<file path="src/rtl/cordic_arbiter_if.sv">
// cordic_arbiter_if: request, CORDIC and response signals shared by two requesters and one CORDIC
// Ports: slave modport is the arbiter side, master modport is the requester/CORDIC side
interface cordic_arbiter_if #(parameter int W = 20);
    logic         req0_valid;
    logic [W-1:0] req0_angle;
    logic         req0_ready;
    logic         req1_valid;
    logic [W-1:0] req1_angle;
    logic         req1_ready;
    logic [W-1:0] cordic_g;
    logic [W-1:0] cordic_z;
    logic         rsp0_valid;
    logic [W-1:0] rsp0_data;
    logic         rsp1_valid;
    logic [W-1:0] rsp1_data;
    logic         busy;
    modport slave (
        input  req0_valid, req0_angle, req1_valid, req1_angle, cordic_z,
        output req0_ready, req1_ready, cordic_g, rsp0_valid, rsp0_data, rsp1_valid, rsp1_data, busy
    );
    modport master (
        output req0_valid, req0_angle, req1_valid, req1_angle, cordic_z,
        input  req0_ready, req1_ready, cordic_g, rsp0_valid, rsp0_data, rsp1_valid, rsp1_data, busy
    );
endinterface

</file>
<file path="src/rtl/cordic_arbiter.sv">
// cordic_arbiter: round-robin sharing of one pipelined CORDIC between two requesters
// Ports: clk, reset (sync, active-high); bus (slave) carries req0/req1 valid/angle/ready,
// cordic_g/cordic_z to the shared CORDIC, rsp0/rsp1 valid/data results and busy
module cordic_arbiter #(
    parameter int W   = 20,
    parameter int LAT = 16
) (
    input logic            clk,
    input logic            reset,
    cordic_arbiter_if.slave bus
);
    logic         last;
    logic [LAT:0] tag_v;
    logic [LAT:0] tag_id;
    logic         g0;
    logic         g1;
    // a tie goes to the requester that did not win the most recent accept
    assign g0 = !reset && bus.req0_valid && (!bus.req1_valid || last);
    assign g1 = !reset && bus.req1_valid && (!bus.req0_valid || !last);
    assign bus.req0_ready = g0;
    assign bus.req1_ready = g1;
    always_ff @(posedge clk) begin
        if (reset) begin
            last           <= 1'b1;
            tag_v          <= '0;
            tag_id         <= '0;
            bus.cordic_g   <= '0;
            bus.rsp0_valid <= 1'b0;
            bus.rsp1_valid <= 1'b0;
            bus.rsp0_data  <= '0;
            bus.rsp1_data  <= '0;
            bus.busy       <= 1'b0;
        end else begin
            last           <= g1 ? 1'b1 : g0 ? 1'b0 : last;
            bus.cordic_g   <= g0 ? bus.req0_angle : g1 ? bus.req1_angle : '0;
            tag_v          <= {tag_v[LAT-1:0], g0 | g1};
            tag_id         <= {tag_id[LAT-1:0], g1};
            bus.rsp0_valid <= tag_v[LAT] && !tag_id[LAT];
            bus.rsp1_valid <= tag_v[LAT] && tag_id[LAT];
            bus.rsp0_data  <= (tag_v[LAT] && !tag_id[LAT]) ? bus.cordic_z : bus.rsp0_data;
            bus.rsp1_data  <= (tag_v[LAT] && tag_id[LAT]) ? bus.cordic_z : bus.rsp1_data;
            bus.busy       <= |tag_v;
        end
    end
endmodule

</file>
<file path="src/flat_wrapper.sv">
// flat-port wrapper written by rule: the top's interface ports become plain ports
module cordic_arbiter_flat 
#(
    parameter int W   = 20,
    parameter int LAT = 16
)
  (clk, reset, bus_req0_valid, bus_req0_angle, bus_req1_valid, bus_req1_angle, bus_cordic_z, bus_req0_ready, bus_req1_ready, bus_cordic_g, bus_rsp0_valid, bus_rsp0_data, bus_rsp1_valid, bus_rsp1_data, bus_busy);
  cordic_arbiter_if #(.W(W)) bus_i ();
  input logic clk;
  input logic reset;
  input wire logic [$bits(bus_i.req0_valid)-1:0] bus_req0_valid;
  input wire logic [$bits(bus_i.req0_angle)-1:0] bus_req0_angle;
  input wire logic [$bits(bus_i.req1_valid)-1:0] bus_req1_valid;
  input wire logic [$bits(bus_i.req1_angle)-1:0] bus_req1_angle;
  input wire logic [$bits(bus_i.cordic_z)-1:0] bus_cordic_z;
  output wire logic [$bits(bus_i.req0_ready)-1:0] bus_req0_ready;
  output wire logic [$bits(bus_i.req1_ready)-1:0] bus_req1_ready;
  output wire logic [$bits(bus_i.cordic_g)-1:0] bus_cordic_g;
  output wire logic [$bits(bus_i.rsp0_valid)-1:0] bus_rsp0_valid;
  output wire logic [$bits(bus_i.rsp0_data)-1:0] bus_rsp0_data;
  output wire logic [$bits(bus_i.rsp1_valid)-1:0] bus_rsp1_valid;
  output wire logic [$bits(bus_i.rsp1_data)-1:0] bus_rsp1_data;
  output wire logic [$bits(bus_i.busy)-1:0] bus_busy;
  assign bus_i.req0_valid = bus_req0_valid;
  assign bus_i.req0_angle = bus_req0_angle;
  assign bus_i.req1_valid = bus_req1_valid;
  assign bus_i.req1_angle = bus_req1_angle;
  assign bus_i.cordic_z = bus_cordic_z;
  assign bus_req0_ready = bus_i.req0_ready;
  assign bus_req1_ready = bus_i.req1_ready;
  assign bus_cordic_g = bus_i.cordic_g;
  assign bus_rsp0_valid = bus_i.rsp0_valid;
  assign bus_rsp0_data = bus_i.rsp0_data;
  assign bus_rsp1_valid = bus_i.rsp1_valid;
  assign bus_rsp1_data = bus_i.rsp1_data;
  assign bus_busy = bus_i.busy;
  cordic_arbiter #(.W(W), .LAT(LAT)) u_core (.clk(clk), .reset(reset), .bus(bus_i));
endmodule
</file>
<file path="config.mk">
export PLATFORM = sky130hd
export DESIGN_NAME = cordic_arbiter_flat
export DESIGN_NICKNAME = d
export VERILOG_FILES = /design/src/rtl/cordic_arbiter_if.sv /design/src/rtl/cordic_arbiter.sv /design/src/flat_wrapper.sv
export SDC_FILE = /design/constraint.sdc
export NUM_CORES = 1
export LEC_CHECK = 0
export CAP_MARGIN = 20
export CORE_MARGIN = 1
export CORE_UTILIZATION = 44
export CTS_BUF_LIST = sky130_fd_sc_hd__clkbuf_8
export DETAILED_ROUTE_END_ITERATION = 6
export GPL_ROUTABILITY_DRIVEN = 1
export PLACE_DENSITY = 0.81
export SKIP_LAST_GASP = 1
export SYNTH_ARGS = -nofsm -noshare
export SYNTH_HDL_FRONTEND = slang
export SYNTH_SLANG_ARGS = --single-unit
</file>
<file path="constraint.sdc">
create_clock -name clk -period 1.28 [get_ports clk]
set_input_delay 0.256 -clock clk [delete_from_list [all_inputs] [get_ports clk]]
set_output_delay 0.256 -clock clk [all_outputs]
set_load 0.1 [all_outputs]
</file>
==> summary.txt, run 1 <==
Run status
  – Run status: finished, violations left
  – Failing checks: negative setup slack

Floorplan
  – Initial core utilization: 0.456
  – Chip height: 85.9 um
  – Cell Rows: 30
  – Core area: 6790 um^2
  – I/O pins: 129
  – Full die area: 7380 um^2
  – Die W: 85.9 um

Synth
  – Syn Std Cell Area: 3100 um^2
  – Post-synthesis average cell area: 9.93 um^2
  – Syn Inst Count: 312
  – Complex-gate fraction of the synthesized area: 0.135
  – Post-synthesis sequential area ratio: 0.633
  – Adder-Cell Fraction of Synth Area: 0
  – Synth Register Bits: 98
  – Post-Synth Simple-Gate Area: 0.191
  – Yosys warnings: 0
  – Largest family of logic cells by synthesized area: simple AND/OR/NAND/NOR gates
  – XOR/XNOR Fraction of Synth Area: 0
  – Mux cell area share after synthesis: 0
  – Post-Syn Nets: 376
  – Post-synthesis cell type count: 23

Critical path
  – Crit path DAT: 1.28 ns
  – Critical path cell sequence: nor2b_4 > nor3_4 > buf_6 > buf_12
  – Crit Path Class: register to primary output
  – Critical path origin: u_core.last$_SDFFE_PP1P_
  – CP Capture Type: primary output
  – Crit Reg-Reg Startpoint: u_core.last$_SDFFE_PP1P_
  – Setup crit start kind: register
  – Slowest stage cell, crit path: dfxtp_4
  – Delay of the slowest critical-path stage: 0.39 ns
  – Crit-path max FO: 4
  – Required time of the critical path: 1.02 ns

STA
  – RSZ-0062 raised after global routing: true
  – Clock skew: 0.00464 ns
  – Max-slew violations: 0
  – Fmax: 652 MHz
  – Max transition margin: 0.788
  – Final Hold Viols: 0
  – Period utilization: 1.20
  – Setup-failing EPs final: 2
  – Worst Max-Slew Pin Slew: 0.317 ns
  – Min cycle time layout: 1.53 ns
  – Fin Setup TNS: -0.478 ns
  – Worst Setup Slack, final: -0.254 ns
  – Final Hold Slack: 0.330 ns

Cells and area
  – Fin util: 0.804
  – Fill cell count: 375
  – Multi-input logic area: 1020 um^2
  – Commonest cells after routing, fill and taps aside: dfxtp_1 (97), nand2_1 (81), buf_12 (69)
  – # nets final: 511
  – N_diodes: 0
  – Layout cells sized above 1: 0.232
  – Commonest non-fill, non-tap cell in the layout: dfxtp_1
  – FF/Latch Area: 1970 um^2
  – Layout area overhead: 76.3%

Place
  – Placer congestion estimate: 0.747
  – IO Port Bufs: 128
  – Final HPWL DP: 5520 um

Clock network
  – H-tree levels: 3
  – Total CTS buffers: 9
  – CTS sink cnt: 98
  – CTS tree: done
  – Clock-pin slew on the worst setup and hold paths: 0.09 ns
  – Number of hold buffers added after CTS: 0
  – Clk_lat worst skew: 0.35 ns
  – Root buf cell: clkbuf_8
  – Bufs on Longest Clock Path: 2

Global routing
  – Vias in the first global route: 2707
  – Largest net degree at the start of global routing: 79
  – Initial antenna violation count: 0
  – First-pass GRT wire length: 12700 um
  – Gr ovfl total: 0
  – Total GRT Usage: 0.223

Detailed routing
  – DRT Pass-1 Iters: 4
  – Vias: 2631
  – Routed wire per std cell: 14.0 um
  – # DRC: 0
  – Antenna viol nets, final: 0
  – Initial DRC count: 100
  – Drt total wl: 7690 um
  – DR vias/cell: 4.80

Pwr
  – Tot Pwr: 0.00621 W
  – Leakage Power: 2.10 nW
  – Worst VDD drop: 0.736 mV
  – Pwr/cell area: 1140 nW/um^2

Flow run
  – Max-cap violation count: 0

Worst hold path
  – Worst min path class: primary input to register
  – Hold path start: bus_req0_valid
-- report_power, final --
group          internal (W)  total (W)  switching [W]
clock network       0.00108    0.00209        0.00100
registers           0.00311    0.00316      0.0000500
logic              0.000442   0.000965       0.000522
total               0.00463    0.00621        0.00157
-- path summary, 6_finish.rpt --
kind,to,slack [ns],depth (start not counted)
worst max register to register,u_core.bus.cordic_g[19]$_SDFF_PP0_,0.06,5
worst min-delay path,u_core.tag_id[0]$_SDFF_PP0_,0.33,2
worst min register to register,u_core.tag_id[7]$_SDFF_PP0_,0.45,1
worst max-delay path,bus_req0_ready,-0.25,4
-- flip-flops by register name, indices dropped and copies added (netlist names) --
| register | flops |
|---|---|
| u_core.bus.rsp0_data | 20 |
| u_core.bus.cordic_g | 20 |
| u_core.tag_v | 17 |
| u_core.bus.rsp1_valid | 1 |
| u_core.tag_id | 17 |
| u_core.bus.rsp1_data | 20 |
| u_core.last | 1 |
| u_core.bus.rsp0_valid | 1 |
| u_core.bus.busy | 1 |
-- per-layer routing --
layer / track usage / share of wire / up-vias
met5: 0 / 0 / -
met4: 0.0970 / 0.016 / 0
met3: 0.0837 / 0.10 / 11
met2: 0.385 / 0.49 / 140
met1: 0.243 / 0.39 / 1186
li1: - / - / 1294
-- area by class of cell --
type                       instances  share of cell area
clock buffer                       9              0.0227
clock inverter                     7              0.0160
inverter                           2             0.00137
multi-input combinational        191               0.187
sequential                        98               0.360
tap                               96              0.0220
timing repair buffer             145               0.391
-- worst max-delay path, delay by kind of cell (launching register included) --
kind                   cells  cell delay [ns]
and+or+nand+nor            2             0.23
buffers and inverters      2             0.30
DFF                        1             0.39
-- repair_timing --
action / CTS / global route
setup endpoints to repair: 12 / 16
resized for setup: 8 / 3
buffers inserted: 3 / 1
hold endpoints to repair: 0 / 0
cloned: 0 / 1
pin swaps: 1 / 1
-- cell usage after synthesis --
library cell   n  area [um^2]
dfxtp_1       98         1960
buf_2          9         45.0
a22o_1        19          166
a211o_2        1         10.0
a22o_2         1         10.0
nor2b_1       34          213
a211oi_2       1         12.5
clkbuf_1       7         26.3
nor3_2         2         20.0
a211oi_1       1         7.51
nor2_1         3         11.3
nor3_1         1         5.00
a21oi_1       41          205
nand2_1       81          304
buf_4          2         15.0
a31oi_1        1         6.26
nand2b_1       1         6.26
or4_4          1         11.3
and2_1         1         6.26
or4_1          2         15.0
inv_1          1         3.75
buf_6          3         33.8
inv_2          1         3.75
-- cell families after synthesis --
kind of cell / after synthesis
DFF: 98
and+or+nand+nor: 126
AOI/OAI and AO/OA: 65
buffers and inverters: 23
-- per-stage QoR --
stage | setup slack, ns | cells | cell area (um^2)
floorplan | 0.0375 | 312 | 3100
global placement | -0.409 | 528 | 5170
detailed placement | -0.505 | 528 | 5170
CTS | -0.315 | 547 | 5430
global route | -0.320 | 548 | 5460
finish | -0.254 | 548 | 5460
Note: power is estimated with default switching activity, not from simulation.
==> inputs of run 2 (changes only) <==
- CORE_MARGIN: 1 -> 4
==> summary.txt, run 2 (synthesized netlist as in run 1, its figures left out) <==
Detailed routing
  – Antenna viol nets, final: 0
  – Routed wire per std cell: 14.8 um
  – DR vias/cell: 4.89
  – Drt total wl: 8110 um
  – Initial DRC count: 97
  – # DRC: 0
  – DRT Pass-1 Iters: 4
  – Vias: 2674

Global routing
  – Gr ovfl total: 0
  – Initial antenna violation count: 0
  – First-pass GRT wire length: 12800 um
  – Vias in the first global route: 2698
  – Largest net degree at the start of global routing: 38
  – Total GRT Usage: 0.193

Cells and area
  – # nets final: 511
  – Fin cells: 547
  – Fill cell count: 418
  – N_diodes: 0
  – Layout cells sized above 1: 0.235
  – Largest regs: u_core.bus.cordic_g: 20 flops, u_core.bus.rsp0_data: 20 flops, u_core.bus.rsp1_data: 20 flops
  – Commonest cells after routing, fill and taps aside: dfxtp_1 (97), nand2_1 (81), buf_12 (67)
  – Commonest non-fill, non-tap cell in the layout: dfxtp_1
  – Layout area overhead: 75.0%
  – Fin util: 0.794

Pwr
  – Leakage Power: 2.08 nW
  – P_int: 0.00462 W
  – Pwr/cell area: 1140 nW/um^2
  – Worst VDD drop: 0.781 mV
  – Comb power frac: 0.155
  – Sw Ratio: 0.251
  – Net Switching: 0.00155 W
  – Tot Pwr: 0.00617 W
  – Seq pwr share: 0.511
  – Clk network pwr share: 0.334

Worst hold path
  – Worst min path class: primary input to register

Clock network
  – Number of hold buffers added after CTS: 0
  – Bufs on Longest Clock Path: 2
  – Clock-pin slew on the worst setup and hold paths: 0.08 ns
  – Root buf cell: clkbuf_8
  – Clk_lat worst skew: 0.35 ns
  – CTS sink cnt: 98
  – Total CTS buffers: 9
  – CTS tree: done
  – H-tree levels: 3

STA
  – Max-slew violations: 0
  – Final Hold Viols: 0
  – Setup-failing EPs final: 2
  – Min cycle time layout: 1.52 ns
  – Fmax: 657 MHz
  – Worst Setup Slack, final: -0.241 ns
  – RSZ-0062 raised after global routing: true
  – Clock skew: 0.00922 ns
  – Worst Max-Slew Pin Slew: 0.360 ns
  – Max transition margin: 0.760
  – Fin Setup TNS: -0.458 ns
  – Period utilization: 1.19
  – Final Hold Slack: 0.346 ns

Flow run
  – Max-cap violation count: 0

Critical path
  – Required time of the critical path: 1.02 ns
  – Slowest stage cell, crit path: dfxtp_4
  – Crit Path Class: register to primary output
  – Crit path DAT: 1.27 ns
  – Critical path cell sequence: a211oi_4 > buf_12
  – Delay of the slowest critical-path stage: 0.38 ns
  – CP Capture Type: primary output
  – Crit-path max FO: 4
  – Setup crit start kind: register

Place
  – Placer congestion estimate: 0.776
  – Final HPWL DP: 6040 um
  – Placed Cells: 530
  – IO Port Bufs: 128

Floorplan
  – Die W: 91.9 um
  – Full die area: 8450 um^2
  – Cell Rows: 30
  – Core area: 6830 um^2
  – I/O pins: 129
  – Initial core utilization: 0.454
  – Chip height: 91.9 um

Run status
  – Failing checks: negative setup slack
  – Run status: finished, violations left
run 2: cell types whose count changed in the layout (fill, tap and decap cells not counted), moves of 2 or more:
cell	delta
buf_12	-2
buf_6	+2
buf_4	+2
inv_1	-2
run 2: power groups by stage:
stage | Clock (W) | Sequential [W] | Combinational (W)
global route | 0.00226 | 0.00316 | 0.000993
global placement | 0 | 0.00322 | 0.000925
detailed placement | 0 | 0.00322 | 0.000943
floorplan | 0 | 0.00353 | 0.000155
CTS | 0.00213 | 0.00315 | 0.000952
finish | 0.00206 | 0.00315 | 0.000958
run 2: path summary, 6_finish.rpt:
check	startpoint	to	slack (ns)	depth (start not counted)
min	reset	u_core.tag_v[0]$_SDFF_PP0_	0.35	3
max	u_core.last$_SDFFE_PP1P_	bus_req1_ready	-0.24	2
min reg2reg	u_core.tag_id[10]$_SDFF_PP0_	u_core.tag_id[11]$_SDFF_PP0_	0.44	1
max reg2reg	u_core.last$_SDFFE_PP1P_	u_core.bus.cordic_g[12]$_SDFF_PP0_	0.01	6
run 2: area by class of cell:
class | count | area, um^2 | share of cell area
Clock buffer | 9 | 124 | 0.0228
Clock inverter | 6 | 83.8 | 0.0155
Inverter | 2 | 7.51 | 0.00138
Multi-Input combinational cell | 191 | 1030 | 0.190
Sequential cell | 98 | 1970 | 0.362
Tap cell | 96 | 120 | 0.0221
Timing Repair Buffer | 145 | 2090 | 0.386
run 2: timing repair:
action                     CTS  global route
setup endpoints to repair    3            11
resized for setup            7             6
buffers inserted             2             1
pin swaps                    1             2
run 2: layer usage:
metal / GRT usage / vias to the layer above / routed length [um]
met1: 0.213 / 1218 / 3040
met5: 0 / - / 0
li1: - / 1291 / -
met2: 0.315 / 146 / 3810
met4: 0.0891 / 0 / 160
met3: 0.0894 / 19 / 1100
run 2: worst max-delay path: cells and delay by family, from the launching register on:
kind | cells | cell delay, ns
buf+inv | 1 | 0.22
flops | 1 | 0.38
compound gates | 1 | 0.32
run 2: through the flow:
step | setup slack (ns) | area, um^2
floorplan | 0.0375 | 3100
CTS | -0.260 | 5400
finish | -0.241 | 5420
global placement | -0.340 | 5160
global route | -0.284 | 5420
detailed placement | -0.383 | 5160
==> inputs of run 3 (changes only) <==
- MAX_ROUTING_LAYER: not set -> met4
==> summary.txt, run 3 (synthesized netlist as in run 1, its figures left out) <==
Detailed routing
  – Routed wl met2: 3820 um
  – DR vias/cell: 4.88
  – Max Used Layer: met4
  – # DRC: 0
  – Vias: 2671
  – WL met3: 811 um
  – Drt total wl: 8170 um
  – Initial DRC count: 103
  – Routed wire per std cell: 14.9 um
  – DRT Pass-1 Iters: 4
  – Antenna viol nets, final: 0
  – Routed metal-1 wirelength: 3370 um

Place
  – Placer congestion estimate: 0.787
  – Final HPWL DP: 6040 um
  – Placed inst area: 5160 um^2
  – IO Port Bufs: 128

Clock network
  – Number of hold buffers added after CTS: 0
  – H-tree levels: 3
  – Root buf cell: clkbuf_8
  – Bufs on Longest Clock Path: 2
  – CTS tree: done
  – CTS sink cnt: 98
  – Clk_lat worst skew: 0.35 ns
  – Clock-pin slew on the worst setup and hold paths: 0.08 ns
  – Total CTS buffers: 9

Cells and area
  – N_diodes: 0
  – Commonest non-fill, non-tap cell in the layout: dfxtp_1
  – # nets final: 511
  – Fill cell count: 418
  – Fin util: 0.794
  – Layout cells sized above 1: 0.235
  – Post-layout instance area: 5420 um^2
  – Commonest cells after routing, fill and taps aside: dfxtp_1 (97), nand2_1 (81), buf_12 (67)
  – Layout area overhead: 75.0%
  – Largest regs: u_core.bus.cordic_g: 20 flops, u_core.bus.rsp0_data: 20 flops, u_core.bus.rsp1_data: 20 flops

STA
  – Worst Max-Slew Pin Slew: 0.362 ns
  – Final Hold Viols: 0
  – Max-slew violations: 0
  – Min cycle time layout: 1.51 ns
  – RSZ-0062 raised after global routing: true
  – Setup-failing EPs final: 2
  – Period utilization: 1.18
  – Final Hold Slack: 0.342 ns
  – Worst Setup Slack, final: -0.227 ns
  – Fmax: 664 MHz
  – Max transition margin: 0.759
  – Clock skew: 0.00912 ns

Global routing
  – Largest net degree at the start of global routing: 38
  – Total GRT Usage: 0.199
  – Gr ovfl total: 0
  – Initial antenna violation count: 0
  – Vias in the first global route: 2714
  – First-pass GRT wire length: 12800 um

Floorplan
  – Cell Rows: 30
  – Full die area: 8450 um^2
  – I/O pins: 129
  – Die W: 91.9 um
  – Core area: 6830 um^2
  – Initial core utilization: 0.454
  – Chip height: 91.9 um

Critical path
  – Delay of the slowest critical-path stage: 0.38 ns
  – Crit Path Class: register to primary output
  – Required time of the critical path: 1.02 ns
  – Slowest stage cell, crit path: dfxtp_4
  – Critical path cell sequence: a211oi_4 > buf_12
  – Largest delay contributor family on the critical path: flip-flops
  – CP Capture Type: primary output
  – Crit-path max FO: 4
  – Setup crit start kind: register
  – Crit path DAT: 1.25 ns
  – CP Buf/Inv Count: 1
  – Internal reg-to-reg setup slack: 0.01 ns

Flow run
  – Max-cap violation count: 0

Run status
  – Failing checks: negative setup slack
  – Run status: finished, violations left

Pwr
  – Leakage Power: 2.08 nW
  – Worst VDD drop: 0.782 mV
  – Pwr/cell area: 1140 nW/um^2

Worst hold path
  – Worst min path class: primary input to register
## run 3: cell counts in the layout (fill, tap and decap cells not counted)
Identical to the previous run, type by type.
## run 3: worst paths after layout
kind	startpoint	endpoint	cells after the start
max	u_core.last$_SDFFE_PP1P_	bus_req1_ready	2
min	reset	u_core.tag_v[0]$_SDFF_PP0_	3
max reg2reg	u_core.last$_SDFFE_PP1P_	u_core.bus.cordic_g[12]$_SDFF_PP0_	6
min reg2reg	u_core.tag_id[8]$_SDFF_PP0_	u_core.tag_id[9]$_SDFF_PP0_	1
## run 3: power by group
part / switching, W / total [W] / leakage, nW / internal (W)
Clock: 0.000987 / 0.00207 / 0.108 / 0.00108
Sequential: 0.0000461 / 0.00315 / 0.795 / 0.00311
Combinational: 0.000524 / 0.000958 / 1.17 / 0.000434
## run 3: metal layers
metal | track usage | vias up
li1 | - | 1289
met1 | 0.225 | 1225
met2 | 0.318 | 143
met3 | 0.0705 | 14
met4 | 0.0854 | 0
met5 | - | -
## run 3: final cells by class
| class | instances | area (um^2) | area share |
|---|---|---|---|
| inverters | 2 | 7.51 | 0.00138 |
| multi-input cells | 191 | 1030 | 0.190 |
| flip-flops and latches | 98 | 1970 | 0.362 |
| clock buffers | 9 | 124 | 0.0228 |
| repair buffers | 145 | 2090 | 0.386 |
| clock inverters | 6 | 83.8 | 0.0155 |
| well taps | 96 | 120 | 0.0221 |
## run 3: tightest hold or removal path: stages
cell     delay, ns
buf_2         0.16
buf_4         0.19
a21oi_1       0.05
## run 3: metrics by stage
stage          power (W)  setup slack (ns)  setup TNS [ns]  std cells
6_report         0.00618            -0.227          -0.443        547
5_1_grt          0.00641            -0.284          -0.667        547
4_1_cts          0.00623            -0.260          -0.729        547
3_5_place_dp     0.00417            -0.383           -7.46        530
3_3_place_gp     0.00415            -0.340           -6.58        530
2_1_floorplan    0.00369            0.0375               0        312
## run 3: repair_timing
item,CTS,global route
cloned,0,0
buffers inserted,2,1
setup endpoints to repair,3,11
resized for setup,7,6
pin swaps,1,2
